==> config.mk <==
export PLATFORM = sky130hd
export DESIGN_NAME = dmem_access_ctrl_flat
export DESIGN_NICKNAME = d
export VERILOG_FILES = /design/src/rtl/dmem_pkg.sv /design/src/rtl/dmem_if.sv /design/src/rtl/dmem_load_extract.sv /design/src/rtl/dmem_access_ctrl.sv /design/src/flat_wrapper.sv
export SDC_FILE = /design/constraint.sdc
export NUM_CORES = 1
export LEC_CHECK = 0
export CAP_MARGIN = 10
export CORE_ASPECT_RATIO = 1.4
export CORE_MARGIN = 8
export CORE_UTILIZATION = 33
export DETAILED_ROUTE_END_ITERATION = 10
export GPL_ROUTABILITY_DRIVEN = 0
export GPL_TIMING_DRIVEN = 0
export HOLD_SLACK_MARGIN = 0.1
export PLACE_DENSITY = 0.8
export SETUP_SLACK_MARGIN = 0.15
export SYNTH_ARGS = -nofsm -noshare
export SYNTH_HDL_FRONTEND = slang
export SYNTH_SLANG_ARGS = --single-unit
==> constraint.sdc <==
create_clock -name clk -period 7 [get_ports clk]
set_clock_uncertainty 0.15 [all_clocks]
set_input_delay 1.4 -clock clk [delete_from_list [all_inputs] [get_ports clk]]
set_output_delay 1.4 -clock clk [all_outputs]
set_load 0.02 [all_outputs]
==> src/rtl/dmem_pkg.sv <==
// Shared types and helpers for the data-memory access controller.
// Holds the FSM encoding, funct3 codes and store-lane helpers.
package dmem_pkg;

    typedef enum logic [1:0] {
        IDLE = 2'd0,
        REQ  = 2'd1,
        WAIT = 2'd2,
        DONE = 2'd3
    } state_t;

    localparam logic [2:0] F3_B  = 3'b000;
    localparam logic [2:0] F3_H  = 3'b001;
    localparam logic [2:0] F3_W  = 3'b010;
    localparam logic [2:0] F3_BU = 3'b100;
    localparam logic [2:0] F3_HU = 3'b101;

    // Byte enables for a store of the given size at byte offset off.
    function automatic logic [3:0] store_mask(
        input logic [2:0] funct3,
        input logic [1:0] off
    );
        logic [3:0] m;
        case (funct3[1:0])
            2'b00:   m = 4'b0001 << off;
            2'b01:   m = 4'b0011 << off;
            default: m = 4'b1111;
        endcase
        return m;
    endfunction

    // Replicate the store operand so every enabled lane carries it.
    function automatic logic [31:0] store_data(
        input logic [2:0]  funct3,
        input logic [31:0] wdata
    );
        logic [31:0] d;
        case (funct3[1:0])
            2'b00:   d = {4{wdata[7:0]}};
            2'b01:   d = {2{wdata[15:0]}};
            default: d = wdata;
        endcase
        return d;
    endfunction

    // Halfwords need an even address, words a 4-byte aligned one.
    function automatic logic misaligned(
        input logic [2:0] funct3,
        input logic [1:0] off
    );
        logic m;
        case (funct3[1:0])
            2'b01:   m = off[0];
            2'b10:   m = (off != 2'b00);
            default: m = 1'b0;
        endcase
        return m;
    endfunction

endpackage

==> src/rtl/dmem_if.sv <==
// Data-cache request/response channel.
// master = access controller, slave = cache.
interface dmem_if #(
    parameter int ADDR_W = 32
);
    logic              dc_req_valid;
    logic              dc_req_ready;
    logic [ADDR_W-1:0] dc_addr;
    logic [31:0]       dc_wdata;
    logic [3:0]        dc_wmask;
    logic              dc_resp_valid;
    logic [31:0]       dc_rdata;

    modport master (
        output dc_req_valid,
        output dc_addr,
        output dc_wdata,
        output dc_wmask,
        input  dc_req_ready,
        input  dc_resp_valid,
        input  dc_rdata
    );

    modport slave (
        input  dc_req_valid,
        input  dc_addr,
        input  dc_wdata,
        input  dc_wmask,
        output dc_req_ready,
        output dc_resp_valid,
        output dc_rdata
    );
endinterface

==> src/rtl/dmem_load_extract.sv <==
// Load result alignment and sign/zero extension.
// Shifts the raw cache word down by the byte offset, then extends.
module load_extract
    import dmem_pkg::*;
(
    input  logic [31:0] rdata,
    input  logic [1:0]  off,
    input  logic [2:0]  funct3,
    output logic [31:0] ld_data
);

    logic [31:0] sh;

    assign sh = rdata >> {off, 3'b000};

    // Extend by access size; unused funct3 codes behave as LW.
    always_comb begin
        ld_data = sh;
        unique case (1'b1)
            (funct3 == F3_B):  ld_data = {{24{sh[7]}}, sh[7:0]};
            (funct3 == F3_H):  ld_data = {{16{sh[15]}}, sh[15:0]};
            (funct3 == F3_BU): ld_data = {24'd0, sh[7:0]};
            (funct3 == F3_HU): ld_data = {16'd0, sh[15:0]};
            default:           ld_data = sh;
        endcase
    end

endmodule

==> src/rtl/dmem_access_ctrl.sv <==
// Memory-stage load/store sequencer into the data cache.
// Optional perf counters: define DMEM_PERF_EN.
module dmem_access_ctrl
    import dmem_pkg::*;
#(
    parameter int ADDR_W = 32,
    parameter int DATA_W = 32
) (
    input  logic              clk,
    input  logic              reset,
    input  logic              mem_valid,
    input  logic              mem_re,
    input  logic              mem_we,
    input  logic [2:0]        mem_funct3,
    input  logic [ADDR_W-1:0] mem_addr,
    input  logic [DATA_W-1:0] mem_wdata,
    input  logic              pipe_hold,
    output logic              dmem_stall,
    output logic [DATA_W-1:0] ld_data,
    output logic              misalign,
    dmem_if.master            dc,
    output logic [31:0]       perf_loads,
    output logic [31:0]       perf_stores,
    output logic [31:0]       perf_stall_cyc
);

    state_t state, state_n;

    logic [ADDR_W-1:0] addr_q;
    logic [DATA_W-1:0] wdata_q;
    logic [DATA_W-1:0] ld_q;
    logic [3:0]        mask_q;
    logic [2:0]        f3_q;
    logic [1:0]        off_q;
    logic              load_q;

    logic              is_acc;
    logic              mis;
    logic              stall;
    logic              req;
    logic              mis_p;
    logic              lat;
    logic              take;
    logic [DATA_W-1:0] ext;

    assign is_acc = mem_valid & (mem_re | mem_we);
    assign mis    = misaligned(mem_funct3, mem_addr[1:0]);

    load_extract u_ext (
        .rdata   (dc.dc_rdata),
        .off     (off_q),
        .funct3  (f3_q),
        .ld_data (ext)
    );

    // State register; reset abandons any access in flight.
    always_ff @(posedge clk) begin
        if (reset) state <= IDLE;
        else       state <= state_n;
    end

    // Next-state and per-state strobes.
    always_comb begin
        state_n = state;
        stall   = 1'b0;
        req     = 1'b0;
        mis_p   = 1'b0;
        lat     = 1'b0;
        take    = 1'b0;
        case (state)
            IDLE: begin
                mis_p = is_acc & mis;
                if (is_acc & ~mis) begin
                    stall   = 1'b1;
                    lat     = 1'b1;
                    state_n = REQ;
                end
            end
            REQ: begin
                stall = 1'b1;
                req   = 1'b1;
                if (dc.dc_req_ready)
                    state_n = load_q ? WAIT : DONE;
            end
            WAIT: begin
                stall = 1'b1;
                if (dc.dc_resp_valid) begin
                    take    = 1'b1;
                    state_n = DONE;
                end
            end
            DONE: begin
                if (!pipe_hold) state_n = IDLE;
            end
            default: state_n = IDLE;
        endcase
    end

    // Request registers and the held load result.
    always_ff @(posedge clk) begin
        if (reset) begin
            addr_q  <= '0;
            wdata_q <= '0;
            mask_q  <= '0;
            f3_q    <= '0;
            off_q   <= '0;
            load_q  <= 1'b0;
            ld_q    <= '0;
        end else begin
            if (lat) begin
                addr_q  <= {mem_addr[ADDR_W-1:2], 2'b00};
                wdata_q <= store_data(mem_funct3, mem_wdata);
                mask_q  <= mem_we ?
                           store_mask(mem_funct3, mem_addr[1:0]) :
                           4'b0000;
                f3_q    <= mem_funct3;
                off_q   <= mem_addr[1:0];
                load_q  <= ~mem_we;
            end
            if (take) ld_q <= ext;
        end
    end

    assign dmem_stall      = stall & ~reset;
    assign misalign        = mis_p & ~reset;
    assign ld_data         = reset ? '0 : ld_q;
    assign dc.dc_req_valid = req & ~reset;
    assign dc.dc_addr      = reset ? '0 : addr_q;
    assign dc.dc_wdata     = reset ? '0 : wdata_q;
    assign dc.dc_wmask     = reset ? '0 : mask_q;

`ifdef DMEM_PERF_EN
    logic [31:0] n_ld;
    logic [31:0] n_st;
    logic [31:0] n_stl;
    logic        acc;

    assign acc = req & dc.dc_req_ready;

    // Free-running wrap-around event counters.
    always_ff @(posedge clk) begin
        if (reset) begin
            n_ld  <= '0;
            n_st  <= '0;
            n_stl <= '0;
        end else begin
            if (acc & load_q)  n_ld  <= n_ld + 32'd1;
            if (acc & ~load_q) n_st  <= n_st + 32'd1;
            if (stall)         n_stl <= n_stl + 32'd1;
        end
    end

    assign perf_loads     = reset ? '0 : n_ld;
    assign perf_stores    = reset ? '0 : n_st;
    assign perf_stall_cyc = reset ? '0 : n_stl;
`else
    assign perf_loads     = '0;
    assign perf_stores    = '0;
    assign perf_stall_cyc = '0;
`endif

endmodule

==> src/flat_wrapper.sv <==
// flat-port wrapper written by rule: the top's interface ports become plain ports
module dmem_access_ctrl_flat import dmem_pkg::*;
#(
    parameter int ADDR_W = 32,
    parameter int DATA_W = 32
)
  (clk, reset, mem_valid, mem_re, mem_we, mem_funct3, mem_addr, mem_wdata, pipe_hold, dmem_stall, ld_data, misalign, perf_loads, perf_stores, perf_stall_cyc, dc_dc_req_valid, dc_dc_addr, dc_dc_wdata, dc_dc_wmask, dc_dc_req_ready, dc_dc_resp_valid, dc_dc_rdata);
  dmem_if #(.ADDR_W(ADDR_W)) dc_i ();
  input  logic clk;
  input  logic reset;
  input  logic mem_valid;
  input  logic mem_re;
  input  logic mem_we;
  input  logic [2:0] mem_funct3;
  input  logic [ADDR_W-1:0] mem_addr;
  input  logic [DATA_W-1:0] mem_wdata;
  input  logic pipe_hold;
  output logic dmem_stall;
  output logic [DATA_W-1:0] ld_data;
  output logic misalign;
  output logic [31:0] perf_loads;
  output logic [31:0] perf_stores;
  output logic [31:0] perf_stall_cyc;
  output wire logic [$bits(dc_i.dc_req_valid)-1:0] dc_dc_req_valid;
  output wire logic [$bits(dc_i.dc_addr)-1:0] dc_dc_addr;
  output wire logic [$bits(dc_i.dc_wdata)-1:0] dc_dc_wdata;
  output wire logic [$bits(dc_i.dc_wmask)-1:0] dc_dc_wmask;
  input wire logic [$bits(dc_i.dc_req_ready)-1:0] dc_dc_req_ready;
  input wire logic [$bits(dc_i.dc_resp_valid)-1:0] dc_dc_resp_valid;
  input wire logic [$bits(dc_i.dc_rdata)-1:0] dc_dc_rdata;
  assign dc_dc_req_valid = dc_i.dc_req_valid;
  assign dc_dc_addr = dc_i.dc_addr;
  assign dc_dc_wdata = dc_i.dc_wdata;
  assign dc_dc_wmask = dc_i.dc_wmask;
  assign dc_i.dc_req_ready = dc_dc_req_ready;
  assign dc_i.dc_resp_valid = dc_dc_resp_valid;
  assign dc_i.dc_rdata = dc_dc_rdata;
  dmem_access_ctrl #(.ADDR_W(ADDR_W), .DATA_W(DATA_W)) u_core (.clk(clk), .reset(reset), .mem_valid(mem_valid), .mem_re(mem_re), .mem_we(mem_we), .mem_funct3(mem_funct3), .mem_addr(mem_addr), .mem_wdata(mem_wdata), .pipe_hold(pipe_hold), .dmem_stall(dmem_stall), .ld_data(ld_data), .misalign(misalign), .dc(dc_i), .perf_loads(perf_loads), .perf_stores(perf_stores), .perf_stall_cyc(perf_stall_cyc));
endmodule
Word-level counts from Yosys, hierarchy flattened
Cells that the tools add are included.

Flip-flop bits (word level): 106. Input port bits: 107. Output and inout port bits: 199. Word-level logic and storage cells: 61.

Equality and inequality tests: 12. Shift operators: 3. Multiplexer cells: 22. Bitwise operators: 10. Reduce and logical (&&, ||, !) cells: 6.

Operator list (count): $pmux 32 s4 (1); $mux 32 (3); $pmux 32 s2 (1); $shr 32x5->32 (1); $mux 2 (4); $mux 4 (2); $pmux 2 s4 (1); $pmux 4 s2 (1); $mux 1 (7); $and 1x1->1 (6); $eq 2x2->1 const B (3); $eq 3x3->1 const B (2); $ne 2x2->1 const B (3); $eq 2x1->1 const B (2); $logic_not 2->1 (2); $pmux 1 s2 (2); $reduce_and 4->1 (1); $shl 1x2->4 const A (1); $shl 2x2->4 const A (1); $eq 3x1->1 const B (1); $logic_not 3->1 (1); $not 1->1 (3); $ne 2x1->1 const B (1); $reduce_bool 2->1 (1); other kinds (2) (2).

Longest topological paths before layout
Depth after elaboration: 7. Depth in mapped cells: 9. Depth with buffers taken out: 6.

Cells and area by module
A second synthesis with hierarchy kept.

Cell total of the unflattened synthesis: 837. Area total of the unflattened synthesis: 6273.5 um2.

By module, submodules not included: dmem_access_ctrl (instances 1, cells an instance 730, area each 5579.1 um2, seq. area each 2122.0 um2); load_extract (instances 1, cells an instance 107, area each 694.4 um2, seq. area each 0.0 um2).

Worst setup path after synthesis
No wires, ideal clock.

Path kind: input to output. Start point: input mem_funct3[1]. End point: output dmem_stall. Arrival time: 3.410 ns. Required time: 5.450 ns. Path slack: 2.040 ns. Cell stages on the path: 9. Buffers on the path: 3. Path through: clkbuf_1 > inv_1 > ha_1 > o211ai_1 > and3b_1 > clkbuf_1 > clkbuf_1 > nor2_1 > nor3_1.

Word-level cells in the longest chain between the ends: 7. Elaborated cells between the ends (all ways): 8. Classes of those cells: eq/ne (2); mux (3); bitwise (3).

Ends and longest elaborated chain: from (decl) (line flat_wrapper.sv:14) `input logic [2:0] mem_funct3;`; $eq 2x2->1 / $eq 2x1->1 (equally long branches) (line dmem_pkg.sv:52) `case (funct3[1:0])`; $pmux 1 s2 (*) (line dmem_pkg.sv:52); $not 1->1 (*) (line dmem_access_ctrl.sv:73) `if (is_acc & ~mis) begin`; $and 1x1->1 (*) (line dmem_access_ctrl.sv:73); $mux 1 (*) (line dmem_access_ctrl.sv:73); $pmux 1 s2 (*) (line dmem_access_ctrl.sv:70) `case (state)`; $and 1x1->1 (*) (line dmem_access_ctrl.sv:124) `assign dmem_stall = stall & ~reset;`; to (decl) (line flat_wrapper.sv:18) `output logic dmem_stall;`.

Mark *: on every way between the ends. The rest lies on a longest branch, timed or not.

Worst setup path in the final report
Ends and elaborated chain as after synthesis.

==> results.rst <==
.. list-table::
   :header-rows: 1

   * - Metric
     - Value
   * - Leak
     - roughly 0.0037 uW
   * - Critical path launch point type
     - input pin
   * - RSZ-0062 raised after global routing
     - false
   * - Crit path time final
     - 6.604 ns
   * - Most prevalent standard cell on the critical path
     - sky130_fd_sc_hd__clkbuf_1
   * - Slowest-stage cell, CP
     - sky130_fd_sc_hd__clkdlybuf4s50_1
   * - Count of routing violations after the opening detailed-route iteration
     - between 200 and 300
   * - Clock edge transition at the registers on the reported setup and hold paths
     - approximately 0.070 ns
   * - Slew of the pin with the lowest slew margin
     - about 0.67 ns
   * - Detailed-route via count
     - ~5,700
   * - Unique masters post-synth
     - 44
   * - Die area
     - around 23,000 um2
   * - Row count
     - 58
   * - Initial core utilization
     - approximately 33%
   * - Path length in cells of the critical path
     - 11
   * - CTS Hold Bufs
     - 0
   * - Max Fanout on Critical Path
     - 10
   * - Class of the worst hold path
     - reg -> reg
   * - Number of detailed-route iterations in the first pass
     - 4
   * - Final hold violation count
     - 0
   * - Finish-stage setup viols
     - 0
   * - Number of cells traversed by the worst hold path
     - 2
   * - Post_cts resized
     - 0
   * - HPWL after detailed placement
     - about 18,000 um
   * - Fraction of the yosys area taken by sequential cells
     - between 30% and 40%
   * - Ports
     - 306
   * - Instance area at placement
     - slightly below 9000 um2
   * - Avg Vias per Cell
     - 4.556
   * - Buffer type at the clock tree root
     - sky130_fd_sc_hd__clkbuf_16
   * - Total power per unit cell area
     - 238.0 nW/um2
   * - Overall overflow remaining after global route
     - 0
   * - Clock network latency to the later pin of the worst-skew pair
     - 0.35 ns
   * - Largest net degree at the start of global routing
     - 19
   * - Maximum level of the CTS H-tree
     - 3
   * - Proportion of synthesized flip-flops having asynchronous set or reset
     - 0%
   * - Family of cells with the greatest summed delay on the critical path
     - buffers and inverters
   * - Global-route wire length before repair
     - between 30,000 and 40,000 um
   * - Average wire per cell in the routed design
     - ~18 um
   * - Kind of critical path
     - in -> out
   * - Worst path arrival time
     - 5.05 ns
   * - Cell accounting for the most synthesized area
     - sky130_fd_sc_hd__dfxtp_1
   * - Leading cell types by total area after synthesis
     - sky130_fd_sc_hd__dfxtp_1 (35%), sky130_fd_sc_hd__buf_4 (12%), sky130_fd_sc_hd__nor2b_1 (11%)
   * - Y dimension of the die
     - 175.3 um
   * - Worst slew margin relative to its limit
     - roughly 56%
   * - Number of nets in the layout
     - 1,127
   * - Critical path's largest stage delay
     - ~0.7 ns
   * - Total global-route track usage
     - a little under a fifth
   * - Crit. End Element
     - output port
   * - Horizontal die dimension
     - approximately 130 um
   * - Cell count after synthesis
     - around 700
   * - Antenna violations before repair
     - 0
   * - Multi-input logic area
     - between 3000 and 4000 um2
   * - Antenna Diode Count
     - 0
   * - List of cells traversed by the critical path
     - clkdlybuf4s50_1, clkbuf_1, inv_1, ha_1, o211ai_1, and3b_1, clkbuf_1, clkbuf_1, nor2_1, nor3_1, clkdlybuf4s50_1
   * - Portion of synthesized cell area occupied by the leading cell type
     - 35.50%
   * - Count of pins over their slew limit
     - 0
   * - Max Clock Freq
     - approximately 0.15 GHz
   * - Worst Path Buf+Inv
     - 6
   * - Final-layout fill cell count
     - roughly 1,700
   * - Proportion of layout cells with a drive suffix above 1
     - roughly 15%
   * - Total non-filler cell area in the finished layout
     - approximately 9000 um2
   * - Number of global-route vias before repair
     - around 5,700
   * - Antenna viol nets, final
     - 0
   * - Setup TNS
     - 0 ns
   * - Worst path required time
     - 5.45 ns
   * - Mapped Area
     - between 5000 and 6000 um2
   * - Avg Cell Area, Syn
     - 8.577 um2
   * - Floorplan Core Area
     - 17,850 um2
   * - Number of enable-type register cells in the synthesized netlist
     - 0
   * - Syn. warnings
     - 0
   * - IO Port Bufs
     - 206
   * - Sequential cell area
     - roughly 2100 um2
   * - Number of remaining DRC errors
     - 0
   * - Clock tree from TritonCTS
     - built
   * - Area Overhead vs Synth
     - 50.65%
   * - Count of clock tree sinks
     - 106
   * - Top_reg_cell synth
     - sky130_fd_sc_hd__dfxtp_1
   * - Number of buffers created by CTS
     - 9
   * - Maximum count of clock buffers along a single path
     - 2
   * - Number of max-cap violations
     - 0
   * - Result of the run
     - completed
   * - Peak supply drop
     - 0.1521 mV
   * - Final worst-path cycle share
     - between 90% and 100%
   * - Register bit total from synthesis
     - ~110
   * - DRT Wirelength
     - about 22,000 um
   * - Post-CTS Setup Repair Bufs
     - 0
   * - Register-to-Register Path Depth
     - 8
==> sequential cells by signal (all words and copies together), names as in the netlist <==
signal and count:
u_core.ld_q 32, u_core.wdata_q 32, u_core.addr_q 30, u_core.mask_q 4, u_core.f3_q 3, u_core.off_q 2, u_core.state 2, u_core.load_q 1
==> final timing paths <==
check | startpoint | end | slack [ns]
min | u_core.mask_q[0]$_SDFFE_PP0P_ | u_core.mask_q[0]$_SDFFE_PP0P_ | 0.30
min reg2reg | u_core.mask_q[0]$_SDFFE_PP0P_ | u_core.mask_q[0]$_SDFFE_PP0P_ | 0.30
max | mem_funct3[1] | dmem_stall | 0.40
max reg2reg | u_core.state[0]$_SDFFE_PP0P_ | u_core.f3_q[2]$_SDFFE_PP0P_ | 4.71
==> stage by stage <==
stage	hold slack (ns)	cells	worst slack, ns	total power (uW)	util (%)
floorplan	0.2773	794	2.040	1315	-
global route	0.3233	1255	0.1699	2272	50.45
global placement	0.2856	1240	0.3902	1616	48.76
finish	0.3011	1255	0.3962	2144	50.45
detailed placement	0.2927	1240	0.3446	1629	48.76
CTS	0.3014	1255	0.3380	2168	50.45
==> tightest hold or removal path, delay by kind of cell, from the launching register on <==
family | cells | cell delay, ns
compound gates | 1 | 0.05
flops | 1 | 0.31
simple gates | 1 | 0.05
==> kinds of logic (layout without fill, tap and decap cells) <==
kind of cell,count (synthesis),count (layout),share of synthesized area (%)
buffers and inverters,157,378,16.43
adder cells (fa/ha/maj),9,9,1.884
AO/OA/AOI/OAI,158,158,19.90
flip-flops,106,106,35.50
AND/OR/NAND/NOR,235,235,20.26
other,1,98,0.06273
multiplexers,31,31,5.965
==> cell usage in the layout, fill, tap and decap left out, types with 2 or more instances in the layout <==
master,count
sky130_fd_sc_hd__a22o_1,8
sky130_fd_sc_hd__clkdlybuf4s50_1,206
sky130_fd_sc_hd__o21ai_0,6
sky130_fd_sc_hd__o2bb2ai_1,7
sky130_fd_sc_hd__o211ai_1,9
sky130_fd_sc_hd__buf_4,98
sky130_fd_sc_hd__o22a_1,39
sky130_fd_sc_hd__nor3b_1,6
sky130_fd_sc_hd__a211oi_1,25
sky130_fd_sc_hd__mux2_2,9
sky130_fd_sc_hd__clkinv_4,3
sky130_fd_sc_hd__nand2_1,47
sky130_fd_sc_hd__ha_1,9
sky130_fd_sc_hd__conb_1,98
sky130_fd_sc_hd__mux2_4,2
sky130_fd_sc_hd__mux4_2,2
sky130_fd_sc_hd__nor2b_1,103
sky130_fd_sc_hd__nand3_1,2
sky130_fd_sc_hd__a21o_1,2
sky130_fd_sc_hd__mux2i_1,18
sky130_fd_sc_hd__dfxtp_1,106
sky130_fd_sc_hd__nor3_1,18
sky130_fd_sc_hd__nand2b_1,2
sky130_fd_sc_hd__clkbuf_16,9
sky130_fd_sc_hd__inv_1,9
sky130_fd_sc_hd__a21oi_1,37
sky130_fd_sc_hd__clkbuf_1,36
sky130_fd_sc_hd__nor2_1,51
sky130_fd_sc_hd__a21oi_2,10
sky130_fd_sc_hd__o21ba_2,7
sky130_fd_sc_hd__buf_1,7
sky130_fd_sc_hd__a2bb2oi_1,2
sky130_fd_sc_hd__buf_2,5
==> where the power goes <==
group	total (uW)	switching [uW]	internal, uW
registers	767	40.9	726
logic	850	458	392
clock network	527	245	282
total	2140	744	1400
==> cell usage after synthesis, types with 5 or more instances <==
| cell type | count |
|---|---|
| sky130_fd_sc_hd__dfxtp_1 | 106 |
| sky130_fd_sc_hd__nor2b_1 | 103 |
| sky130_fd_sc_hd__buf_4 | 98 |
| sky130_fd_sc_hd__nor2_1 | 51 |
| sky130_fd_sc_hd__nand2_1 | 47 |
| sky130_fd_sc_hd__o22a_1 | 39 |
| sky130_fd_sc_hd__a21oi_1 | 37 |
| sky130_fd_sc_hd__clkbuf_1 | 36 |
| sky130_fd_sc_hd__a211oi_1 | 25 |
| sky130_fd_sc_hd__mux2i_1 | 18 |
| sky130_fd_sc_hd__nor3_1 | 18 |
| sky130_fd_sc_hd__a21oi_2 | 10 |
| sky130_fd_sc_hd__ha_1 | 9 |
| sky130_fd_sc_hd__inv_1 | 9 |
| sky130_fd_sc_hd__mux2_2 | 9 |
| sky130_fd_sc_hd__o211ai_1 | 9 |
| sky130_fd_sc_hd__a22o_1 | 8 |
| sky130_fd_sc_hd__buf_1 | 7 |
| sky130_fd_sc_hd__o21ba_2 | 7 |
| sky130_fd_sc_hd__o2bb2ai_1 | 7 |
| sky130_fd_sc_hd__nor3b_1 | 6 |
| sky130_fd_sc_hd__o21ai_0 | 6 |
| sky130_fd_sc_hd__buf_2 | 5 |
==> layer usage <==
layer	GRT usage, %	routed length, um	up-vias
met1	18.41	7785	2588
met3	7.405	2579	25
met5	0	0	-
li1	-	-	2816
met4	6.071	452	0
met2	34.02	11160	289
==> cell type report <==
| type | count | share of cell area, % |
|---|---|---|
| multi-input cells | 531 | 35.95 |
| well taps | 240 | 3.334 |
| inverters | 9 | 0.3751 |
| clock inverters | 6 | 0.8475 |
| flip-flops and latches | 106 | 23.56 |
| plain buffers | 148 | 10.53 |
| repair buffers | 206 | 22.90 |
| clock buffers | 9 | 2.501 |
Power figures use the tool's default switching activity.
